--- config.mk ---
export PLATFORM = sky130hd
export DESIGN_NAME = cr_iu_oper_sb
export DESIGN_NICKNAME = d
export VERILOG_FILES = /design/src/rtl/cr_iu_oper_sb.sv
export SDC_FILE = /design/constraint.sdc
export NUM_CORES = 1
export LEC_CHECK = 0
export CAP_MARGIN = 20
export CORE_UTILIZATION = 38
export CTS_CLUSTER_SIZE = 16
export DETAILED_ROUTE_END_ITERATION = 10
export PLACE_DENSITY = 0.82
export RECOVER_POWER = 25
export SYNTH_ARGS = -nofsm -noshare
export SYNTH_HDL_FRONTEND = slang
export SYNTH_SLANG_ARGS = --single-unit
--- constraint.sdc ---
create_clock -name forever_cpuclk -period 6.5 [get_ports forever_cpuclk]
set_clock_uncertainty 0.15 [all_clocks]
set_input_delay 1.95 -clock forever_cpuclk [delete_from_list [all_inputs] [get_ports forever_cpuclk]]
set_output_delay 1.95 -clock forever_cpuclk [all_outputs]
set_load 0.02 [all_outputs]
--- src/rtl/cr_iu_oper_sb.sv ---
// IU execute operand select with a tag-indexed scoreboard for
// long-latency writebacks; stalls issue on pending src/dst.
module cr_iu_oper_sb #(
  parameter int NUM_RD   = 2,
  parameter int NUM_PEND = 2,
  parameter int XLEN     = 32,
  parameter int TAGW     = 3
) (
  input  logic                     forever_cpuclk,
  input  logic                     iu_yy_xx_reg_rst_b,
  input  logic [NUM_RD*5-1:0]      rd_idx,
  input  logic [NUM_RD*XLEN-1:0]   gpr_rd_data,
  input  logic                     had_wbbr_vld,
  input  logic [XLEN-1:0]          had_wbbr_data,
  input  logic                     wb_fwd_en,
  input  logic [4:0]               wb_fwd_idx,
  input  logic [XLEN-1:0]          wb_fwd_data,
  input  logic                     iss_vld,
  input  logic                     iss_long,
  input  logic [4:0]               iss_dst,
  input  logic [NUM_RD-1:0]        iss_src_use,
  output logic                     iss_rdy,
  output logic [TAGW-1:0]          iss_tag,
  input  logic                     cmplt_vld,
  input  logic [TAGW-1:0]          cmplt_tag,
  input  logic [XLEN-1:0]          cmplt_data,
  output logic [NUM_RD*XLEN-1:0]   oper_data,
  output logic [TAGW:0]            sb_pend_cnt,
  output logic                     sb_err
);

  logic [NUM_PEND-1:0]      vld_q, vld_d;
  logic [NUM_PEND-1:0][4:0] idx_q, idx_d;
  logic [TAGW:0]            cnt_q, cnt_d;
  logic                     err_q, err_d;

  logic [NUM_PEND-1:0] cmp_hit;
  logic [NUM_PEND-1:0] live;
  logic                cmp_any;
  logic [4:0]          cmp_idx;
  logic [TAGW-1:0]     free_tag;
  logic                has_free;
  logic [NUM_RD-1:0]   src_blk;
  logic                waw_blk;
  logic                full_blk;
  logic                alloc;

  // Descending scan so the lowest free entry wins.
  always_comb begin
    cmp_hit  = '0;
    live     = '0;
    cmp_any  = 1'b0;
    cmp_idx  = '0;
    free_tag = '0;
    has_free = 1'b0;
    for (int e = NUM_PEND-1; e >= 0; e--) begin
      cmp_hit[e] = cmplt_vld && vld_q[e] &&
                   (cmplt_tag == TAGW'(e));
      live[e]    = vld_q[e] && !cmp_hit[e] &&
                   (idx_q[e] != 5'd0);
      if (cmp_hit[e]) begin
        cmp_any = 1'b1;
        cmp_idx = idx_q[e];
      end
      if (!vld_q[e]) begin
        has_free = 1'b1;
        free_tag = TAGW'(e);
      end
    end
  end

  // Entries for x0 are never live, so x0 reads/dst never block.
  always_comb begin
    src_blk = '0;
    waw_blk = 1'b0;
    for (int e = 0; e < NUM_PEND; e++) begin
      if (live[e] && idx_q[e] == iss_dst)
        waw_blk = 1'b1;
      for (int p = 0; p < NUM_RD; p++) begin
        if (live[e] && iss_src_use[p] &&
            idx_q[e] == rd_idx[5*p +: 5])
          src_blk[p] = 1'b1;
      end
    end
  end

  assign full_blk = iss_long && !has_free;
  assign iss_rdy  = !(|src_blk || waw_blk || full_blk);
  assign alloc    = iss_vld && iss_rdy && iss_long;
  assign iss_tag  = alloc ? free_tag : '0;

  always_comb begin
    oper_data = '0;
    for (int p = 0; p < NUM_RD; p++) begin
      if (rd_idx[5*p +: 5] == 5'd0)
        oper_data[p*XLEN +: XLEN] = '0;
      else if (had_wbbr_vld)
        oper_data[p*XLEN +: XLEN] = had_wbbr_data;
      else if (cmp_any && cmp_idx == rd_idx[5*p +: 5])
        oper_data[p*XLEN +: XLEN] = cmplt_data;
      else if (wb_fwd_en && wb_fwd_idx == rd_idx[5*p +: 5])
        oper_data[p*XLEN +: XLEN] = wb_fwd_data;
      else
        oper_data[p*XLEN +: XLEN] = gpr_rd_data[p*XLEN +: XLEN];
    end
  end

  always_comb begin
    vld_d = vld_q & ~cmp_hit;
    idx_d = idx_q;
    err_d = err_q || (cmplt_vld && !cmp_any);
    cnt_d = '0;
    for (int e = 0; e < NUM_PEND; e++) begin
      if (alloc && free_tag == TAGW'(e)) begin
        vld_d[e] = 1'b1;
        idx_d[e] = iss_dst;
      end
      cnt_d = cnt_d + (TAGW+1)'(vld_d[e]);
    end
  end

  always_ff @(posedge forever_cpuclk or negedge iu_yy_xx_reg_rst_b) begin
    if (!iu_yy_xx_reg_rst_b) begin
      vld_q <= '0;
      idx_q <= '0;
      cnt_q <= '0;
      err_q <= 1'b0;
    end else begin
      vld_q <= vld_d;
      idx_q <= idx_d;
      cnt_q <= cnt_d;
      err_q <= err_d;
    end
  end

  assign sb_pend_cnt = cnt_q;
  assign sb_err      = err_q;

endmodule

==> run_results.csv <==
group,metric,value,unit
synth,ys_async_sr_fraction,1.000,
floorplan,placementRows,38,
synth,synth_edf_count,0,
floorplan,start_util,0.3905,
synth,synthTopCellsByCount,"a221oi_1, clkbuf_1, nor2b_1",
hold_path,whs_path_depth,1,
setup_path,cp_max_fo,8,
synth,synthTopCellsByArea,"a221oi_1, o41ai_1, nor2b_1",
status,violations,"negative setup slack",
setup_path,cp_common_cell,"buf_6",
setup_path,crit_chain,"buf_6 -> nor3b_4 -> nand4_1 -> buf_4 -> and3_1 -> or4_4 -> or4b_4 -> buf_12 -> a221oi_4 -> buf_6",
timing,hold_violations,0,
setup_path,cp_top_family,"simple AND/OR/NAND/NOR gates",
timing,rsz0062_at_grt,"true",
synth,avgSynthCellArea,7.465,um^2
timing,layout_setup_ws,-0.2744,ns
global_route,grt_pass1_vias,6568,
timing,fmax,147.6,MHz
setup_path,arrival,4.67,ns
synth,synth_ff_type,"dfrtp_1",
cts,clock_path_buffers,2,
cells_and_area,fin_util,0.8448,
floorplan,io_pins,265,
cts,numClockSinks,15,
status,status,"complete, but fails checks",
cts,cts_hold_buffers,0,
timing,slew_violations,0,
global_route,grt_overflow,0,
route,ant_nets,0,
route,drt_pass1_iterations,6,
synth,synth-xor-area-share,0.08691,
cts,numCtsBuffers,3,
synth,ys_warn_count,0,
timing,fin_crit_sh,1.042,
setup_path,startpoint_type,"input pin",
synth,ys_types,38,
power,p_leak,3.632,nW
setup_path,crit_required,4.40,ns
cells_and_area,num-fill-cells,587,
timing,worst_pin_slew,0.7551,ns
placement,port_buffers,260,
hold_path,hold_class,"reg2reg",
placement,place_inst,985,
setup_path,max_stage_delay,0.66,ns
power,power,0.001282,W
synth,synth_area,0.004233,mm^2
synth,netlist.area_leader.share,0.2649,
floorplan,die_y,107.5,um
synth,ys_ff_latch,15,
floorplan,die-area,0.01156,mm^2
cells_and_area,multi_input_area,0.004671,mm^2
global_route,grt_pass1_wl,33470,um
cells_and_area,layout.cells.non_filler,1003,
global_route,antenna_found_initial,1,
timing,setup_tns,-12.05,ns
synth,synth.mux.area_fraction,0.03133,
placement,dpl.hpwl,15760,um
synth,seq_area_frac_synth,0.08868,
route,drc,0,
route,num_vias,6518,
global_route,grt_usage,0.3604,
cells_and_area,syn_to_final_growth,116.3,%
setup_path,cp-end-kind,"output pin",
power,power.density,140.0,mW/mm^2
cts,cts_root_buf,"clkbuf_8",
setup_path,crit_type,"in2out",
cells_and_area,regArea,375.4,um^2
synth,synth_top_family_by_area,"compound AO/OA/AOI/OAI gates",
placement,gp_congestion,0.9086,
route,wirelength,22190,um
route,drt_iter0_drc,414,
synth,syn_inst,567,
synth,synthAdderAreaFrac,0.002956,
route,viasPerCell,6.499,
cts,clkLatencyLatePin,0.25,ns
synth,synthSimpleGateAreaFrac,0.2631,
floorplan,fp.dieW,107.5,um
setup_path,reg2reg_depth,7,
cts,clk_pin_slew,0.07,ns
synth,synth_compound_area_frac,0.4233,
timing,relSlewSlack,0.4944,
flow_run,max-cap-violations,0,
synth,yosys.area.top_type,"a221oi_1",
synth,synth.most_common_cell,"a221oi_1",
cts,cts_tree,"yes",
setup_path,crit_cells,10,
setup_path,cpMaxStageDelayCell,"or4b_4",
cells_and_area,drive_above_1_share,0.3360,
global_route,grt_max_degree,97,
timing,finalSetupViolations,64,
cells_and_area,antenna_cells,0,
route,wl_per_cell,22.12,um
cts,h-tree-depth,1,
timing,post-route-min-period,6.774,ns
power,ir_drop,273.8,uV
placement,preCtsSetupSlack,-1.228,ns
floorplan,core_area,0.01084,mm^2
cells_and_area,layout.nets,1057,
setup_path,critPathBufInv,4,
## cells in the final DEF, fill, tap and decap left out, types with 2 or more instances in the layout
master             n
a21oi_1            8
a221oi_1          63
a221oi_2           3
a221oi_4          62
and3_1             6
and3_2             2
and3_4             3
buf_12            15
buf_2              2
buf_4            106
buf_6             66
clkbuf_16          3
clkbuf_8           3
clkdlybuf4s50_1  190
conb_1             4
dfrtp_1           15
inv_1              2
mux2_1             9
mux2i_1            2
nand2_1           41
nand2b_1          33
nand3_1            6
nand3_4            3
nand4_1            4
nor2_4             2
nor2b_1           65
nor4_1             4
nor4_2             3
o211ai_1           4
o21a_1             2
o41ai_1           62
o41ai_2            2
or4_1              4
or4_4              4
or4b_4             2
xnor2_1           13
xnor2_2            2
xor2_1            27
## cell type report
class / instances / area share
multi-input combinational: 456 / 0.5100
timing repair buffer: 385 / 0.4236
sequential: 15 / 0.04099
tap: 140 / 0.01913
clock buffer: 3 / 0.004509
inverter: 3 / 0.001230
clock inverter: 1 / 0.0005465
## worst paths after layout
| kind | to | slack (ns) | startpoint |
|---|---|---|---|
| worst max register to register | sb_pend_cnt[0] | 3.74 | idx_q[6] |
| worst min-delay path | sb_err | 0.44 | sb_err |
| min in group asynchronous | sb_pend_cnt[1] | 2.04 | iu_yy_xx_reg_rst_b |
| max in group asynchronous | idx_q[4] | 3.69 | iu_yy_xx_reg_rst_b |
| worst min register to register | sb_err | 0.44 | sb_err |
| worst max-delay path | oper_data[53] | -0.27 | cmplt_tag[1] |
## power breakdown
part,switching [W],internal (W)
Clock,0.0000369,0.0000425
Combinational,0.000479,0.000477
Sequential,0.000109,0.000137
Total,0.000625,0.000657
## timing repair
action                     4_1_cts  5_1_grt
hold endpoints to repair         0        0
buffers inserted                 9        2
setup endpoints to repair       65       65
gates resized for setup        423       12
pin swaps                       12       12
gates cloned                     2        3
## worst reg2reg max path: cells and delay by family, from the launching register on
kind | cells | cell delay, ns
simple gates | 4 | 0.85
xor+xnor | 1 | 0.21
flops | 1 | 0.49
fa+ha+maj | 1 | 0.33
compound gates | 1 | 0.62
## metal layers
layer / track usage / up-vias / part of all wire
met5: 0 / - / 0
met4: 0.1507 / 0 / 0.048
met3: 0.06538 / 102 / 0.081
met2: 0.6593 / 421 / 0.51
met1: 0.4061 / 3105 / 0.37
li1: - / 2890 / -
## metrics by stage
stage / hold WS [ns] / cell area [um^2]
6_report: 0.4441 / 9158
3_5_place_dp: 0.3372 / 8700
5_1_grt: 0.4307 / 9158
4_1_cts: 0.3540 / 9030
2_1_floorplan: 0.4423 / 5340
3_3_place_gp: 0.3116 / 8700
## sequential cells by signal (all words and copies together) (netlist names)
signal / flops
sb_pend_cnt: 2
idx_q: 10
sb_err: 1
vld_q: 2
## logic make-up after synthesis
kind of cell,count (synthesis)
AO/OA/AOI/OAI,209
XOR/XNOR,42
adder cells (fa/ha/maj),1
buffers and inverters,99
flip-flops,15
multiplexers,12
other,1
AND/OR/NAND/NOR,188
No activity file was read; power rests on OpenSTA's default activity.
